--- src/rtl/stack_if.sv ---
// Push/pop request and status bundle for the LIFO stack.
// The master drives requests and data; the slave (the stack) returns data and status.
interface stack_if #(
  parameter int WIDTH_DATA = 32,
  parameter int DEPTH      = 16
);
  localparam int CNT_W = $clog2(DEPTH + 1);

  logic                  push;
  logic                  pop;
  logic [WIDTH_DATA-1:0] data_in;
  logic [WIDTH_DATA-1:0] data_out;
  logic                  full;
  logic                  empty;
  logic [CNT_W-1:0]      count;
  logic                  overflow;
  logic                  underflow;

  modport master (
    output push, pop, data_in,
    input  data_out, full, empty, count, overflow, underflow
  );

  modport slave (
    input  push, pop, data_in,
    output data_out, full, empty, count, overflow, underflow
  );
endinterface

--- src/rtl/stack.sv ---
// Synchronous LIFO stack with a registered read port, occupancy count and
// single-cycle overflow/underflow pulses.
module stack #(
  parameter int WIDTH_DATA = 32,
  parameter int DEPTH      = 16
) (
  input  logic    clk,
  input  logic    reset,
  stack_if.slave  s
);
  localparam int CNT_W = $clog2(DEPTH + 1);
  localparam int AW    = $clog2(DEPTH);
  localparam logic [CNT_W-1:0] DEPTH_C = CNT_W'(DEPTH);

  logic [WIDTH_DATA-1:0] mem [DEPTH];

  logic [CNT_W-1:0]      count_p1;
  logic [WIDTH_DATA-1:0] dout_p1;
  logic                  ovf_p1;
  logic                  udf_p1;

  logic          is_full;
  logic          is_empty;
  logic [AW-1:0] top_idx;
  logic [AW-1:0] nxt_idx;
  logic [AW-1:0] wr_idx;
  logic          wr_en;
  logic          rd_en;
  logic          inc;
  logic          dec;

  assign is_full  = (count_p1 == DEPTH_C);
  assign is_empty = (count_p1 == '0);

  // Index truncation is safe: top_idx is only used when not empty and
  // nxt_idx only when not full, so both stay below DEPTH.
  assign top_idx = AW'(count_p1 - CNT_W'(1));
  assign nxt_idx = AW'(count_p1);

  // A simultaneous push/pop on a non-empty stack replaces the top word in place;
  // on an empty stack the pop is dropped and the push lands at the bottom.
  assign rd_en  = s.pop && !is_empty;
  assign wr_en  = s.push && (s.pop || !is_full);
  assign wr_idx = rd_en ? top_idx : nxt_idx;
  assign inc    = s.push && !is_full && (!s.pop || is_empty);
  assign dec    = s.pop && !s.push && !is_empty;

  // Storage is never cleared; only the count defines which entries are live.
  always_ff @(posedge clk) begin
    if (reset && wr_en) begin
      mem[wr_idx] <= s.data_in;
    end
  end

  // Edge p0 -> p1: count, read data and error pulses.
  always_ff @(posedge clk) begin
    if (!reset) begin
      count_p1 <= '0;
      dout_p1  <= '0;
      ovf_p1   <= 1'b0;
      udf_p1   <= 1'b0;
    end else begin
      ovf_p1 <= s.push && !s.pop && is_full;
      udf_p1 <= s.pop && is_empty;
      if (rd_en) begin
        dout_p1 <= mem[top_idx];
      end
      if (inc) begin
        count_p1 <= count_p1 + CNT_W'(1);
      end else if (dec) begin
        count_p1 <= count_p1 - CNT_W'(1);
      end
    end
  end

  assign s.data_out  = dout_p1;
  assign s.count     = count_p1;
  assign s.full      = is_full;
  assign s.empty     = is_empty;
  assign s.overflow  = ovf_p1;
  assign s.underflow = udf_p1;
endmodule

--- src/flat_wrapper.sv ---
// flat-port wrapper written by rule: the top's interface ports become plain ports
module stack_flat 
#(
  parameter int WIDTH_DATA = 32,
  parameter int DEPTH      = 16
)
  (clk, reset, s_push, s_pop, s_data_in, s_data_out, s_full, s_empty, s_count, s_overflow, s_underflow);
  stack_if #(.WIDTH_DATA(WIDTH_DATA), .DEPTH(DEPTH)) s_i ();
  input  logic clk;
  input  logic reset;
  input wire logic [$bits(s_i.push)-1:0] s_push;
  input wire logic [$bits(s_i.pop)-1:0] s_pop;
  input wire logic [$bits(s_i.data_in)-1:0] s_data_in;
  output wire logic [$bits(s_i.data_out)-1:0] s_data_out;
  output wire logic [$bits(s_i.full)-1:0] s_full;
  output wire logic [$bits(s_i.empty)-1:0] s_empty;
  output wire logic [$bits(s_i.count)-1:0] s_count;
  output wire logic [$bits(s_i.overflow)-1:0] s_overflow;
  output wire logic [$bits(s_i.underflow)-1:0] s_underflow;
  assign s_i.push = s_push;
  assign s_i.pop = s_pop;
  assign s_i.data_in = s_data_in;
  assign s_data_out = s_i.data_out;
  assign s_full = s_i.full;
  assign s_empty = s_i.empty;
  assign s_count = s_i.count;
  assign s_overflow = s_i.overflow;
  assign s_underflow = s_i.underflow;
  stack #(.WIDTH_DATA(WIDTH_DATA), .DEPTH(DEPTH)) u_core (.clk(clk), .reset(reset), .s(s_i));
endmodule
--- config.mk ---
export PLATFORM = sky130hd
export DESIGN_NAME = stack_flat
export DESIGN_NICKNAME = d
export VERILOG_FILES = /design/src/rtl/stack_if.sv /design/src/rtl/stack.sv /design/src/flat_wrapper.sv
export SDC_FILE = /design/constraint.sdc
export NUM_CORES = 1
export LEC_CHECK = 0
export BUFFER_PORTS_ARGS = -buffer_cell sky130_fd_sc_hd__buf_2
export CORE_UTILIZATION = 30
export DETAILED_ROUTE_END_ITERATION = 12
export PLACE_DENSITY_LB_ADDON = 0.08
export SLEW_MARGIN = 20
export SYNTH_ARGS = -nofsm -noshare
export SYNTH_HDL_FRONTEND = slang
export SYNTH_SLANG_ARGS = --single-unit
export TNS_END_PERCENT = 10
--- constraint.sdc ---
create_clock -name clk -period 11.2 [get_ports clk]
set_input_delay 1.12 -clock clk [delete_from_list [all_inputs] [get_ports clk]]
set_output_delay 1.12 -clock clk [all_outputs]
set_load 0.05 [all_outputs]
==> metrics.cfg <==
[sta]
slew_headroom_pct = 33.4
rsz0062_at_grt = no
hold_viol = 0
tns_ps = 0
finalMaxSlewViolations = 0
worst_pin_slew_ps = 999
fin_crit_ps = 4330
finalClockSkew_ps = 18.6
setup_viol = 0
period_share_pct = 38.6
maxClockFrequency_ghz = 0.231

[finish]
final_cell_mix = edfxtp_1, mux4_2, buf_2
layout.nets = 1101
drive_gt1_share_pct = 30.4
final_common_cell = edfxtp_1
syn2layout_area_growth_pct = 16.6
fillCellCount = 6482
n_antenna_cell = 0

[floorplan]
die_w_um = 266
die-area_um2 = 71000
start_util_pct = 30.4
die_y_um = 266
rows = 96
design.portCount = 77
core_area_um2 = 68900

[synth]
synth_top_area_share_pct = 73.3
synth.area.top_cells = edfxtp_1, mux4_2, dfxtp_1
syn_avg_cell_area_um2 = 21.9
synth-async-reset-ratio_pct = 0
ys.flop_type = edfxtp_1
yosys.area.top_type = edfxtp_1
yosys_warnings = 0
netlist_instances = 956
syn_area_um2 = 21000
synth_edf_count = 512
synth-seq-cells = 551
synth.distinct_cells = 47
synth_nets = 994
synth_seq_area_share_pct = 77.0

[global_route]
grt_pass1_wl_mm = 76.4
grtUsageTotal_pct = 15.1
grt_max_degree = 61
grt_remaining_overflow = 0
grt_antenna_before_repair = 1
grt_pass1_vias = 10345

[place]
io_buffer_count = 76
gp_congestion = 0.674
place_hpwl_mm = 26.4

[clock_network]
cts_tree = built
ctsHtreeMaxLevel = 2
post_cts_resized = 0
clock_latency_ps = 620
clock-sinks = 551
post-cts-setup-buffers = 0
cts_hold_buffers = 0
clk_pin_slew_ps = 60
cts_buffers = 60
cts-root-buf = clkbuf_16
clock_path_buffers = 3

[power]
totalPowerFinal_w = 0.00663
vdd_drop_max_mv = 0.158
p_per_area_nw_per_um2 = 271
p_leak_nw = 8.17

[drt]
routed_wl_mm = 52.6
drt_iter0_markers = 527
antenna_left = 0
drc_errors = 0
drtPass1Iterations = 5
wl_per_cell_um = 25.7
viasPerCell = 4.77
vias = 9747

[critical_path]
worstPathMaxFanout = 60
worstSetupStartpointType = flop
cp.arrival_ps = 4830
end_kind = flop
r2r_slack_ps = 6870
cp.required_ps = 11700
worstSetupPathType = reg2reg

[outcome]
status = finished, final reports clean

[min_path]
hp-class = reg2reg

[flow_run]
drv_cap = 0

## through the flow
stage                     hold WS (ps)  worst slack (ps)  std cells  area [um^2]  utilization (%)
final                              446              6870       2042        24400             35.5
after global routing               465              6520       2042        24400             35.5
after CTS                          451              6680       2042        24400             35.5
after detailed placement           437              6700       1932        22600             32.7
after global placement             430              6670       1932        22600             32.7
after floorplan                    723              6560        956        21000                -
## cell families (layout without fill, tap and decap cells)
family                   count (synthesis)  count (layout)  share of synthesized area (%)
AO/OA/AOI/OAI                           83              83                           2.76
flip-flops                             551             551                           77.0
buffers and inverters                   60             215                           1.48
AND/OR/NAND/NOR                         61              61                           1.50
adder cells (fa/ha/maj)                  2               2                          0.119
XOR/XNOR                                 7               7                          0.328
multiplexers                           192             192                           16.8
## path summary, 6_finish.rpt
path                                              end  cells after the start             startpoint
worst min-delay path            u_core.s.data_out[20]                      1  u_core.s.data_out[20]
worst min register to register  u_core.s.data_out[20]                      1  u_core.s.data_out[20]
worst max-delay path             u_core.s.data_out[1]                      8      u_core.s.count[0]
worst max register to register   u_core.s.data_out[1]                      8      u_core.s.count[0]
## worst max-delay path, stage by stage, from the launching register on
cell and delay [ps]:
dfxtp_4 860, inv_2 130, ha_4 490, buf_4 820
buf_4 910, mux4_2 420, mux2i_1 180, o22ai_1 120
a21o_1 200
## layout make-up
class	count	area (um^2)	area share [%]
Inverter	5	18.8	0.0768
Multi-Input combinational cell	345	4660	19.0
Clock inverter	34	295	1.21
Sequential cell	551	16200	66.1
Timing Repair Buffer	100	564	2.31
Tap cell	931	1160	4.76
Clock buffer	76	1590	6.51
## power breakdown
part | switching, W | internal (W) | total (W)
Clock | 0.000795 | 0.00111 | 0.00191
Combinational | 0.00125 | 0.000963 | 0.00221
Sequential | 0.000100 | 0.00240 | 0.00250
## sequential cells by signal, indices dropped and copies added, names as in the netlist
signal	count
u_core.s.underflow	1
u_core.s.overflow	1
u_core.s.count	5
u_core.s.data_out	32
u_core.mem	512
## per-layer routing
layer  vias up  share of wire [%]  GRT usage (%)
met1      5254                 45           20.3
li1       4244                  -              -
met4         2                1.6           3.34
met3        63                3.7           2.63
met5         -              0.025              0
met2       184                 50           25.6
## synth_stat cells (all sizes together), types with 5 or more instances
cell type  count
inv            5
edfxtp       512
a21o          32
buf           34
clkbuf        21
dfxtp         39
xnor2          5
o22ai         32
mux4         128
mux2i         64
nor2          25
nand2         12
nor3           5
(Power assumes the default switching activity.)
